**src/rtl/uart_text_tx.sv**
```systemverilog
// Streams the non-zero bytes of a 32-byte text buffer (byte 31 first) as 8N1 UART frames,
// optionally followed by CR LF, then holds a completion flag until the request is withdrawn.
//
// state | meaning
// IDLE  | line high, waiting for write_uart
// SCAN  | examine one byte index (or newline slot) per cycle
// START | drive start bit (0)
// DATA  | drive 8 data bits, LSB first
// STOP  | drive stop bit (1)
// DONE  | message finished, uart_written high until write_uart falls
module uart_text_tx #(
  parameter int CLKS_PER_BIT   = 234,
  parameter int APPEND_NEWLINE = 1
) (
  input  logic         clk,
  input  logic         reset,
  input  logic [255:0] uart_data,
  input  logic         write_uart,
  output logic         uart_written,
  output logic         uart_tx,
  output logic         busy
);

  localparam int TW = (CLKS_PER_BIT > 1) ? $clog2(CLKS_PER_BIT) : 1;
  localparam logic [TW-1:0] TMAX = TW'(CLKS_PER_BIT - 1);

  typedef enum logic [2:0] {IDLE, SCAN, START, DATA, STOP, DONE} state_t;
  // Where the scan pointer sits: inside the buffer, at the CR slot, at the LF slot, or past the end.
  typedef enum logic [1:0] {TAIL_BUF, TAIL_CR, TAIL_LF, TAIL_END} tail_t;

  state_t          state, state_nxt;
  tail_t           tail, tail_nxt;
  logic [255:0]    shadow, shadow_nxt;
  logic [4:0]      byte_idx, byte_idx_nxt;
  logic [7:0]      shift_reg, shift_nxt;
  logic [TW-1:0]   bit_timer, bit_timer_nxt;
  logic [2:0]      bit_cnt, bit_cnt_nxt;
  logic [7:0]      cur_byte;
  logic            bit_tick;

  assign cur_byte = shadow[{byte_idx, 3'b000} +: 8];
  assign bit_tick = (bit_timer == TMAX);

  always_ff @(posedge clk) begin
    if (reset) begin
      state     <= IDLE;
      tail      <= TAIL_BUF;
      shadow    <= '0;
      byte_idx  <= '0;
      shift_reg <= '0;
      bit_timer <= '0;
      bit_cnt   <= '0;
    end else begin
      state     <= state_nxt;
      tail      <= tail_nxt;
      shadow    <= shadow_nxt;
      byte_idx  <= byte_idx_nxt;
      shift_reg <= shift_nxt;
      bit_timer <= bit_timer_nxt;
      bit_cnt   <= bit_cnt_nxt;
    end
  end

  always_comb begin
    state_nxt     = state;
    tail_nxt      = tail;
    shadow_nxt    = shadow;
    byte_idx_nxt  = byte_idx;
    shift_nxt     = shift_reg;
    bit_timer_nxt = bit_timer;
    bit_cnt_nxt   = bit_cnt;
    uart_tx       = 1'b1;
    uart_written  = 1'b0;
    busy          = (state != IDLE);

    if (state == START || state == DATA || state == STOP)
      bit_timer_nxt = bit_tick ? '0 : bit_timer + 1'b1;

    case (state)
      IDLE: begin
        if (write_uart) begin
          shadow_nxt   = uart_data;
          byte_idx_nxt = 5'd31;
          tail_nxt     = TAIL_BUF;
          state_nxt    = SCAN;
        end
      end

      SCAN: begin
        bit_timer_nxt = '0;
        case (tail)
          TAIL_BUF: begin
            if (cur_byte != 8'h00) begin
              shift_nxt = cur_byte;
              state_nxt = START;
            end
            // The pointer advances as the byte is examined, so STOP knows where to resume.
            if (byte_idx == 5'd0) begin
              tail_nxt = (APPEND_NEWLINE != 0) ? TAIL_CR : TAIL_END;
              if (cur_byte == 8'h00 && APPEND_NEWLINE == 0)
                state_nxt = DONE;
            end else begin
              byte_idx_nxt = byte_idx - 5'd1;
            end
          end
          TAIL_CR: begin
            shift_nxt = 8'h0D;
            tail_nxt  = TAIL_LF;
            state_nxt = START;
          end
          TAIL_LF: begin
            shift_nxt = 8'h0A;
            tail_nxt  = TAIL_END;
            state_nxt = START;
          end
          default: state_nxt = DONE;
        endcase
      end

      START: begin
        uart_tx = 1'b0;
        if (bit_tick) begin
          bit_cnt_nxt = 3'd0;
          state_nxt   = DATA;
        end
      end

      DATA: begin
        uart_tx = shift_reg[0];
        if (bit_tick) begin
          shift_nxt   = {1'b0, shift_reg[7:1]};
          bit_cnt_nxt = bit_cnt + 3'd1;
          if (bit_cnt == 3'd7)
            state_nxt = STOP;
        end
      end

      STOP: begin
        if (bit_tick)
          state_nxt = (tail == TAIL_END) ? DONE : SCAN;
      end

      DONE: begin
        uart_written = 1'b1;
        if (!write_uart)
          state_nxt = IDLE;
      end

      default: state_nxt = IDLE;
    endcase
  end

endmodule

```
**config.mk**
```make
export PLATFORM = sky130hd
export DESIGN_NAME = uart_text_tx
export DESIGN_NICKNAME = d
export VERILOG_FILES = /design/src/rtl/uart_text_tx.sv
export SDC_FILE = /design/constraint.sdc
export NUM_CORES = 1
export LEC_CHECK = 0
export CAP_MARGIN = 15
export CELL_PAD_IN_SITES_DETAIL_PLACEMENT = 1
export CELL_PAD_IN_SITES_GLOBAL_PLACEMENT = 1
export CORE_MARGIN = 4
export CORE_UTILIZATION = 52
export CTS_BUF_LIST = sky130_fd_sc_hd__clkbuf_8
export DETAILED_ROUTE_END_ITERATION = 16
export DONT_BUFFER_PORTS = 1
export HOLD_SLACK_MARGIN = 0.1
export PLACE_DENSITY_LB_ADDON = 0.12
export SETUP_SLACK_MARGIN = 0.3
export SLEW_MARGIN = 5
export SYNTH_ARGS = -nofsm -noshare
export SYNTH_HDL_FRONTEND = slang
export SYNTH_SLANG_ARGS = --single-unit
```
**constraint.sdc**
```tcl
create_clock -name clk -period 4.6 [get_ports clk]
set_clock_uncertainty 0.15 [all_clocks]
set_input_delay 0.92 -clock clk [delete_from_list [all_inputs] [get_ports clk]]
set_output_delay 0.92 -clock clk [all_outputs]
set_load 0.02 [all_outputs]
```
==> impl_metrics.sql, run 1 <==
INSERT INTO impl_metrics (metric_group, metric, value, unit) VALUES
('worst_setup_path', 'timing_worst_setup_path_type', 'flip-flop to flip-flop', ''),
('drt', 'drc', '0', ''),
('worst_hold_path', 'class_of_the_worst_hold_path', 'input pin to flip-flop', ''),
('grt', 'grt_pass1_vias', '10855', ''),
('floorplan', 'i_o_pin_total', '262', ''),
('synthesis', 'netlist_area', '12400', 'um^2'),
('synthesis', 'synth.ff_latch_count', '285', ''),
('sta', 'setup_viol', '0', ''),
('clock_tree', 'cts_max_level', '2', ''),
('synthesis', 'count_of_cell_types_in_the_netlist', '48', ''),
('synthesis', 'synthFlopType', 'sky130_fd_sc_hd__dfxtp_1', ''),
('run_status', 'run_status', 'completed', ''),
('sta', 'final.period_utilization', '0.814', ''),
('synthesis', 'synth_sequential_area_ratio', '0.460', ''),
('sta', 'clock.fmax', '0.267', 'GHz'),
('drt', 'routed_wire_length_per_instance', '21.3', 'um'),
('sta', 'min_period', '3.75', 'ns'),
('worst_setup_path', 'regToRegSetupSlack', '0.85', 'ns'),
('worst_setup_path', 'worst-endpoint-arrival', '4.04', 'ns'),
('floorplan', 'initial_core_util', '0.528', ''),
('floorplan', 'dieHeight', '162', 'um'),
('synthesis', 'dominant_cell_by_count_in_the_synthesized_netlist', 'sky130_fd_sc_hd__nand2_1', ''),
('worst_setup_path', 'worst_ep_required_time', '4.89', 'ns'),
('sta', 'final_max_slew_viol_count', '0', ''),
('drt', 'via_count', '10473', ''),
('clock_tree', 'cts.path.max_buffers', '3', ''),
('worst_setup_path', 'cells_traversed_along_the_worst_timing_path', 'buf_4 > nor2b_1 > a22oi_1 > nand3_1 > nand4_1 > or4_4 > o21ai_2 > mux2i_1 > nor2_1', ''),
('place', 'gp_congestion', '0.885', ''),
('floorplan', 'placementRows', '56', ''),
('place', 'port_bufs', '0', ''),
('grt', 'global_route.usage.total', '0.284', ''),
('run', 'timing.max_cap.violations', '0', ''),
('place', 'dpl.hpwl', '27200', 'um'),
('synthesis', 'synthesis.instances', '1510', ''),
('power_and_ir_drop', 'irDropWorstVdd', '0.000295', 'V'),
('synthesis', 'synth-edff-count', '0', ''),
('grt', 'grt_antenna_before_repair', '1', ''),
('drt', 'antenna_violating_nets_post_route', '0', ''),
('clock_tree', 'cts.sink_count', '285', ''),
('sta', 'hold-worst-slack', '0.270', 'ns'),
('worst_setup_path', 'slowest_delay', '0.90', 'ns'),
('clock_tree', 'root_buffer', 'sky130_fd_sc_hd__clkbuf_8', ''),
('final_layout', 'layout-drive-gt1-share', '0.0894', ''),
('floorplan', 'die_x', '162', 'um'),
('synthesis', 'most_common_library_cells_after_synthesis', '545 x sky130_fd_sc_hd__nand2_1, 285 x sky130_fd_sc_hd__dfxtp_1, 284 x sky130_fd_sc_hd__a21oi_1, 95 x sky130_fd_sc_hd__clkbuf_1, 50 x sky130_fd_sc_hd__mux2i_1', ''),
('floorplan', 'design.core.area', '23500', 'um^2'),
('drt', 'wirelength', '38400', 'um'),
('clock_tree', 'clk-insertion-delay-late', '0.58', 'ns'),
('power_and_ir_drop', 'power.leakage', '0.00492', 'uW'),
('synthesis', 'synth_area_per_cell', '8.21', 'um^2'),
('floorplan', 'total_die_area', '26400', 'um^2'),
('worst_setup_path', 'cpLargestDelayFamily', 'simple AND/OR/NAND/NOR gates', ''),
('sta', 'setup_repair_after_global_routing_missed_its_margin', 'no', ''),
('drt', 'viasPerCell', '5.79', ''),
('clock_tree', 'cts_setup_buffers', '0', ''),
('worst_setup_path', 'maximum_fanout_count_along_the_critical_path', '33', ''),
('clock_tree', 'tritoncts', 'done', ''),
('grt', 'grt.overflow.total', '0', ''),
('grt', 'largest_net_degree_at_the_start_of_global_routing', '280', ''),
('final_layout', 'number_of_flip_flops_under_the_largest_register_name', '256', ''),
('final_layout', 'layout-area-overhead-vs-synth', '7.91', '%'),
('synthesis', 'synth_async_sr_flop_share', '0', ''),
('clock_tree', 'tritoncts.num_buffers', '47', ''),
('sta', 'final-hold-violation-count', '0', ''),
('sta', 'timing.max_slew.rel_slack', '0.355', ''),
('final_layout', 'finalNetCount', '1724', ''),
('synthesis', 'synthesis.nets', '1780', ''),
('final_layout', 'fillerInstances', '2845', ''),
('clock_tree', 'cts.repair.resized', '0', ''),
('synthesis', 'post_synth_main_area_contributors', 'sky130_fd_sc_hd__dfxtp_1 46%, sky130_fd_sc_hd__nand2_1 17%, sky130_fd_sc_hd__a21oi_1 11%, sky130_fd_sc_hd__mux4_2 7.8%, sky130_fd_sc_hd__mux2i_1 4.0%', ''),
('worst_setup_path', 'cp_num_buf_inv', '1', '');
logic make-up after synthesis:
group	after synthesis	share of synthesized area
AO/OA/AOI/OAI	346	0.153
XOR/XNOR	9	0.00636
adder cells (fa/ha/maj)	11	0.0111
buffers and inverters	126	0.0431
flip-flops	285	0.460
multiplexers	96	0.121
AND/OR/NAND/NOR	637	0.205
metal layers:
layer,GRT usage,up-vias,routed length (um)
met5,0,-,0
met4,0.111,0,1330
met1,0.371,5102,16400
met3,0.0473,85,2020
li1,-,4997,-
met2,0.474,289,18700
where the power goes:
group	internal [uW]	total [uW]	leakage, uW	switching (uW)
registers	2840	3270	0.00234	426
clock network	1170	2180	0.000547	1010
logic	836	2100	0.00203	1260
total	4850	7550	0.00492	2700
placed cells by master, fill, tap and decap left out, types with 8 or more instances in the layout:
cell | synthesis | layout
sky130_fd_sc_hd__or3_1 | 8 | 8
sky130_fd_sc_hd__nand3_1 | 10 | 10
sky130_fd_sc_hd__buf_4 | 8 | 8
sky130_fd_sc_hd__nor2b_1 | 10 | 10
sky130_fd_sc_hd__nor2_1 | 30 | 30
sky130_fd_sc_hd__dfxtp_1 | 285 | 282
sky130_fd_sc_hd__ha_1 | 11 | 11
sky130_fd_sc_hd__a21oi_1 | 284 | 284
sky130_fd_sc_hd__mux2i_1 | 50 | 50
sky130_fd_sc_hd__o21ai_0 | 10 | 10
sky130_fd_sc_hd__a22oi_1 | 12 | 12
sky130_fd_sc_hd__inv_1 | 8 | 28
sky130_fd_sc_hd__mux4_2 | 43 | 43
sky130_fd_sc_hd__nand2_1 | 545 | 544
sky130_fd_sc_hd__clkbuf_8 | 0 | 57
cell type report:
type / instances / area, um^2 / area share
Antenna cell: 1 / 2.50 / 0.000187
Clock buffer: 57 / 785 / 0.0587
Clock inverter: 26 / 136 / 0.0102
Inverter: 9 / 33.8 / 0.00253
Multi-Input combinational cell: 1099 / 6160 / 0.461
Sequential cell: 285 / 5710 / 0.427
Tap cell: 319 / 399 / 0.0298
Timing Repair Buffer: 12 / 140 / 0.0105
per-stage QoR:
stage,util,power (uW),std cells,cell area [um^2],worst slack (ns)
after floorplan,-,4800,1510,12400,1.74
after global routing,0.570,7980,1808,13400,0.682
after CTS,0.570,7600,1807,13400,0.837
final,0.570,7550,1808,13400,0.855
after detailed placement,0.530,5400,1724,12500,0.854
after global placement,0.530,5320,1724,12500,1.03
final timing paths:
| path | cells past startpoint | from | to |
|---|---|---|---|
| max | 9 | byte_idx[2]$_SDFFE_PP0P_ | shift_reg[6]$_SDFFE_PP0P_ |
| min | 1 | reset | shadow[198]$_SDFFE_PP0P_ |
| max reg2reg | 9 | byte_idx[2]$_SDFFE_PP0P_ | shift_reg[6]$_SDFFE_PP0P_ |
| min reg2reg | 2 | shadow[85]$_SDFFE_PP0P_ | shadow[85]$_SDFFE_PP0P_ |
No activity file was read; power rests on OpenSTA's default activity.
==> run 2, diff against run 1 <==
--- a/config.mk
+++ b/config.mk
@@ -9,7 +9,7 @@
 export CELL_PAD_IN_SITES_DETAIL_PLACEMENT = 1
 export CELL_PAD_IN_SITES_GLOBAL_PLACEMENT = 1
 export CORE_MARGIN = 4
-export CORE_UTILIZATION = 52
+export CORE_UTILIZATION = 48
 export CTS_BUF_LIST = sky130_fd_sc_hd__clkbuf_8
 export DETAILED_ROUTE_END_ITERATION = 16
 export DONT_BUFFER_PORTS = 1
==> constraint.sdc (replaced) <==
create_clock -name clk -period 3.6 [get_ports clk]
set_clock_uncertainty 0.15 [all_clocks]
set_input_delay 0.72 -clock clk [delete_from_list [all_inputs] [get_ports clk]]
set_output_delay 0.72 -clock clk [all_outputs]
set_load 0.02 [all_outputs]
==> run 2 against run 1 <==
Compared with the run above: sequential cell count unchanged; worst hold slack got worse by 0.12 ns; non-clock buffer count grew 29; worst setup slack worse by 0.44 ns; design area up 1.8%; wire length rose by 1.7%; largest power group unchanged; highest routed layer unchanged.
==> impl_metrics.sql, run 2 (synthesis results as in run 1) <==
INSERT INTO impl_metrics (metric_group, metric, value, unit) VALUES
('worst_setup_path', 'cpLargestDelayFamily', 'compound AO/OA/AOI/OAI gates', ''),
('worst_setup_path', 'reg2reg_to', 'shift_reg[7]$_SDFFE_PP0P_', ''),
('power_and_ir_drop', 'power-per-cell-area', '719', 'nW/um^2'),
('final_layout', 'area_of_the_multi_input_gates', '6200', 'um^2'),
('final_layout', 'layout-area-overhead-vs-synth', '9.81', '%'),
('worst_setup_path', 'worst_ep_required_time', '3.88', 'ns'),
('final_layout', 'most-common-layout-cells', '544 x sky130_fd_sc_hd__nand2_1, 284 x sky130_fd_sc_hd__a21oi_1, 282 x sky130_fd_sc_hd__dfxtp_1, 57 x sky130_fd_sc_hd__clkbuf_8, 50 x sky130_fd_sc_hd__mux2i_1', ''),
('final_layout', 'number_of_flip_flops_under_the_largest_register_name', '256', ''),
('floorplan', 'i_o_pin_total', '262', ''),
('power_and_ir_drop', 'irDropWorstVdd', '0.000406', 'V'),
('run', 'timing.max_cap.violations', '0', ''),
('clock_tree', 'root_buffer', 'sky130_fd_sc_hd__clkbuf_8', ''),
('floorplan', 'design.core.area', '25300', 'um^2'),
('final_layout', 'fillerInstances', '3047', ''),
('clock_tree', 'tritoncts', 'done', ''),
('drt', 'route.met3.wl', '2140', 'um'),
('power_and_ir_drop', 'power.leakage', '0.00502', 'uW'),
('worst_setup_path', 'worst-endpoint-arrival', '3.46', 'ns'),
('drt', 'wirelength', '39100', 'um'),
('drt', 'met1Wirelength', '16800', 'um'),
('floorplan', 'placementRows', '58', ''),
('worst_setup_path', 'slowest_delay', '0.58', 'ns'),
('grt', 'grt.overflow.total', '0', ''),
('worst_setup_path', 'startpoint_type', 'flip-flop', ''),
('floorplan', 'dieHeight', '169', 'um'),
('sta', 'tightest_pin_transition', '1.19', 'ns'),
('worst_setup_path', 'cells_traversed_along_the_worst_timing_path', 'buf_4 > mux4_2 > a211o_1 > o2bb2ai_1 > nand4_1 > buf_4 > o21ai_4 > buf_4 > or3_1 > a21oi_1', ''),
('clock_tree', 'tritoncts.num_buffers', '48', ''),
('floorplan', 'initial_core_util', '0.489', ''),
('worst_setup_path', 'setup.worst_path.end_class', 'flip-flop', ''),
('worst_setup_path', 'crit_path_end', 'shift_reg[7]$_SDFFE_PP0P_', ''),
('final_layout', 'layout-drive-gt1-share', '0.110', ''),
('final_layout', 'layout.cells.most_common', 'sky130_fd_sc_hd__nand2_1', ''),
('place', 'port_bufs', '0', ''),
('clock_tree', 'cts_max_level', '2', ''),
('drt', 'route.top_layer_used', 'met4', ''),
('sta', 'setup_viol', '0', ''),
('clock_tree', 'cts.reportedPaths.clkPinSlew', '0.06', 'ns'),
('sta', 'setup_repair_after_global_routing_missed_its_margin', 'no', ''),
('worst_hold_path', 'min-delay-start', 'uart_data[123]', ''),
('grt', 'grt_pass1_vias', '11066', ''),
('worst_setup_path', 'regToRegSetupSlack', '0.41', 'ns'),
('place', 'gp_congestion', '0.873', ''),
('floorplan', 'die_x', '169', 'um'),
('grt', 'grt_antenna_before_repair', '0', ''),
('worst_setup_path', 'timing_worst_setup_path_type', 'flip-flop to flip-flop', ''),
('place', 'dpl.hpwl', '28300', 'um'),
('clock_tree', 'cts.path.max_buffers', '3', ''),
('drt', 'drc', '0', ''),
('worst_setup_path', 'timing.critical_path.from', 'byte_idx[0]$_SDFFE_PP0P_', ''),
('sta', 'final.period_utilization', '0.886', ''),
('sta', 'tns', '0', 'ns'),
('sta', 'clock.fmax', '0.314', 'GHz'),
('run_status', 'run_status', 'completed', ''),
('grt', 'global_route.usage.total', '0.268', ''),
('final_layout', 'utilization', '0.537', ''),
('drt', 'met2_length', '19000', 'um'),
('floorplan', 'total_die_area', '28500', 'um^2'),
('worst_setup_path', 'ff2ff_path_depth', '10', ''),
('worst_setup_path', 'r2r_start', 'byte_idx[0]$_SDFFE_PP0P_', ''),
('clock_tree', 'cts.sink_count', '285', ''),
('sta', 'min_period', '3.19', 'ns'),
('drt', 'viasPerCell', '5.74', ''),
('grt', 'largest_net_degree_at_the_start_of_global_routing', '259', ''),
('drt', 'via_count', '10549', ''),
('worst_setup_path', 'cp_num_cells', '10', ''),
('worst_setup_path', 'cp_num_buf_inv', '3', ''),
('final_layout', 'finalNetCount', '1754', ''),
('worst_setup_path', 'critical_path.slowest_cell', 'sky130_fd_sc_hd__mux4_2', ''),
('sta', 'timing.max_slew.rel_slack', '0.205', ''),
('worst_setup_path', 'maximum_fanout_count_along_the_critical_path', '17', ''),
('sta', 'final-hold-violation-count', '0', ''),
('drt', 'routed_wire_length_per_instance', '21.3', 'um'),
('worst_hold_path', 'class_of_the_worst_hold_path', 'input pin to flip-flop', ''),
('final_layout', 'final-seq-area', '5710', 'um^2'),
('worst_setup_path', 'critical-path-top-cell-by-count', 'sky130_fd_sc_hd__buf_4', ''),
('drt', 'drt_pass1_iterations', '5', ''),
('drt', 'antenna_violating_nets_post_route', '0', ''),
('sta', 'final_max_slew_viol_count', '0', ''),
('grt', 'grt_first_pass_wirelength', '60600', 'um'),
('clock_tree', 'clk-insertion-delay-late', '0.55', 'ns'),
('final_layout', 'n_antenna_cell', '0', ''),
('drt', 'drt-initial-drc-count', '766', '');
-- run 2: changes by cell type in the layout (fill, tap and decap cells not counted), sizes merged --
cell and delta:
buf +28, bufinv -1, diode -1, dlygate4sd3 +1
inv -9
-- run 2: area by class of cell --
| class | count | share of cell area |
|---|---|---|
| Tap cell | 330 | 0.0303 |
| Clock buffer | 57 | 0.0576 |
| Clock inverter | 16 | 0.00533 |
| Sequential cell | 285 | 0.420 |
| Multi-Input combinational cell | 1099 | 0.456 |
| Timing Repair Buffer | 41 | 0.0286 |
| Inverter | 9 | 0.00248 |
-- run 2: worst register-to-register path, delay by kind of cell (launching register included) --
kind | cells | cell delay, ns
AOI/OAI and AO/OA | 4 | 0.87
buffers and inverters | 3 | 0.69
DFF | 1 | 0.53
muxes | 1 | 0.58
and+or+nand+nor | 2 | 0.24
-- run 2: worst min path at each step --
stage                                      endpoint  slack [ns]  cells after the start
after floorplan           shift_reg[7]$_SDFFE_PP0P_        0.28                      2
after global placement     shadow[205]$_SDFFE_PP0P_        0.29                      2
after detailed placement   shadow[253]$_SDFFE_PP0P_        0.29                      2
after CTS                  shadow[189]$_SDFFE_PP0P_        0.10                      1
after global routing      shift_reg[0]$_SDFFE_PP0P_        0.10                      1
final                      shadow[123]$_SDFFE_PP0P_        0.15                      2
-- run 2: stage by stage --
stage	hold WS, ns	total power, uW	area [um^2]	setup WS [ns]	cells
2_1_floorplan	0.282	6140	12400	0.745	1510
3_3_place_gp	0.286	6960	12600	0.229	1756
3_5_place_dp	0.294	7050	12600	0.137	1756
4_1_cts	0.100	9800	13600	0.340	1836
5_1_grt	0.103	10400	13600	0.295	1837
6_report	0.148	9780	13600	0.412	1837
-- run 2: power breakdown --
part | switching, uW | total [uW] | internal, uW
combinational | 1850 | 3090 | 1240
clock | 1260 | 2670 | 1410
sequential | 390 | 4020 | 3630
total | 3500 | 9780 | 6280
-- run 2: timing repair --
item | CTS | global route
pin swaps | 0 | 2
setup buffers | 6 | 1
endpoints found under the setup margin | 7 | 9
hold buffers | 1 | 0
gates resized for setup | 1 | 8
endpoints found under the hold margin | 22 | 0
-- run 2: layer usage --
layer / GRT usage / vias to the layer above
met2: 0.445 / 290
met4: 0.0819 / 0
li1: - / 5043
met3: 0.0521 / 74
met5: 0 / -
met1: 0.355 / 5142
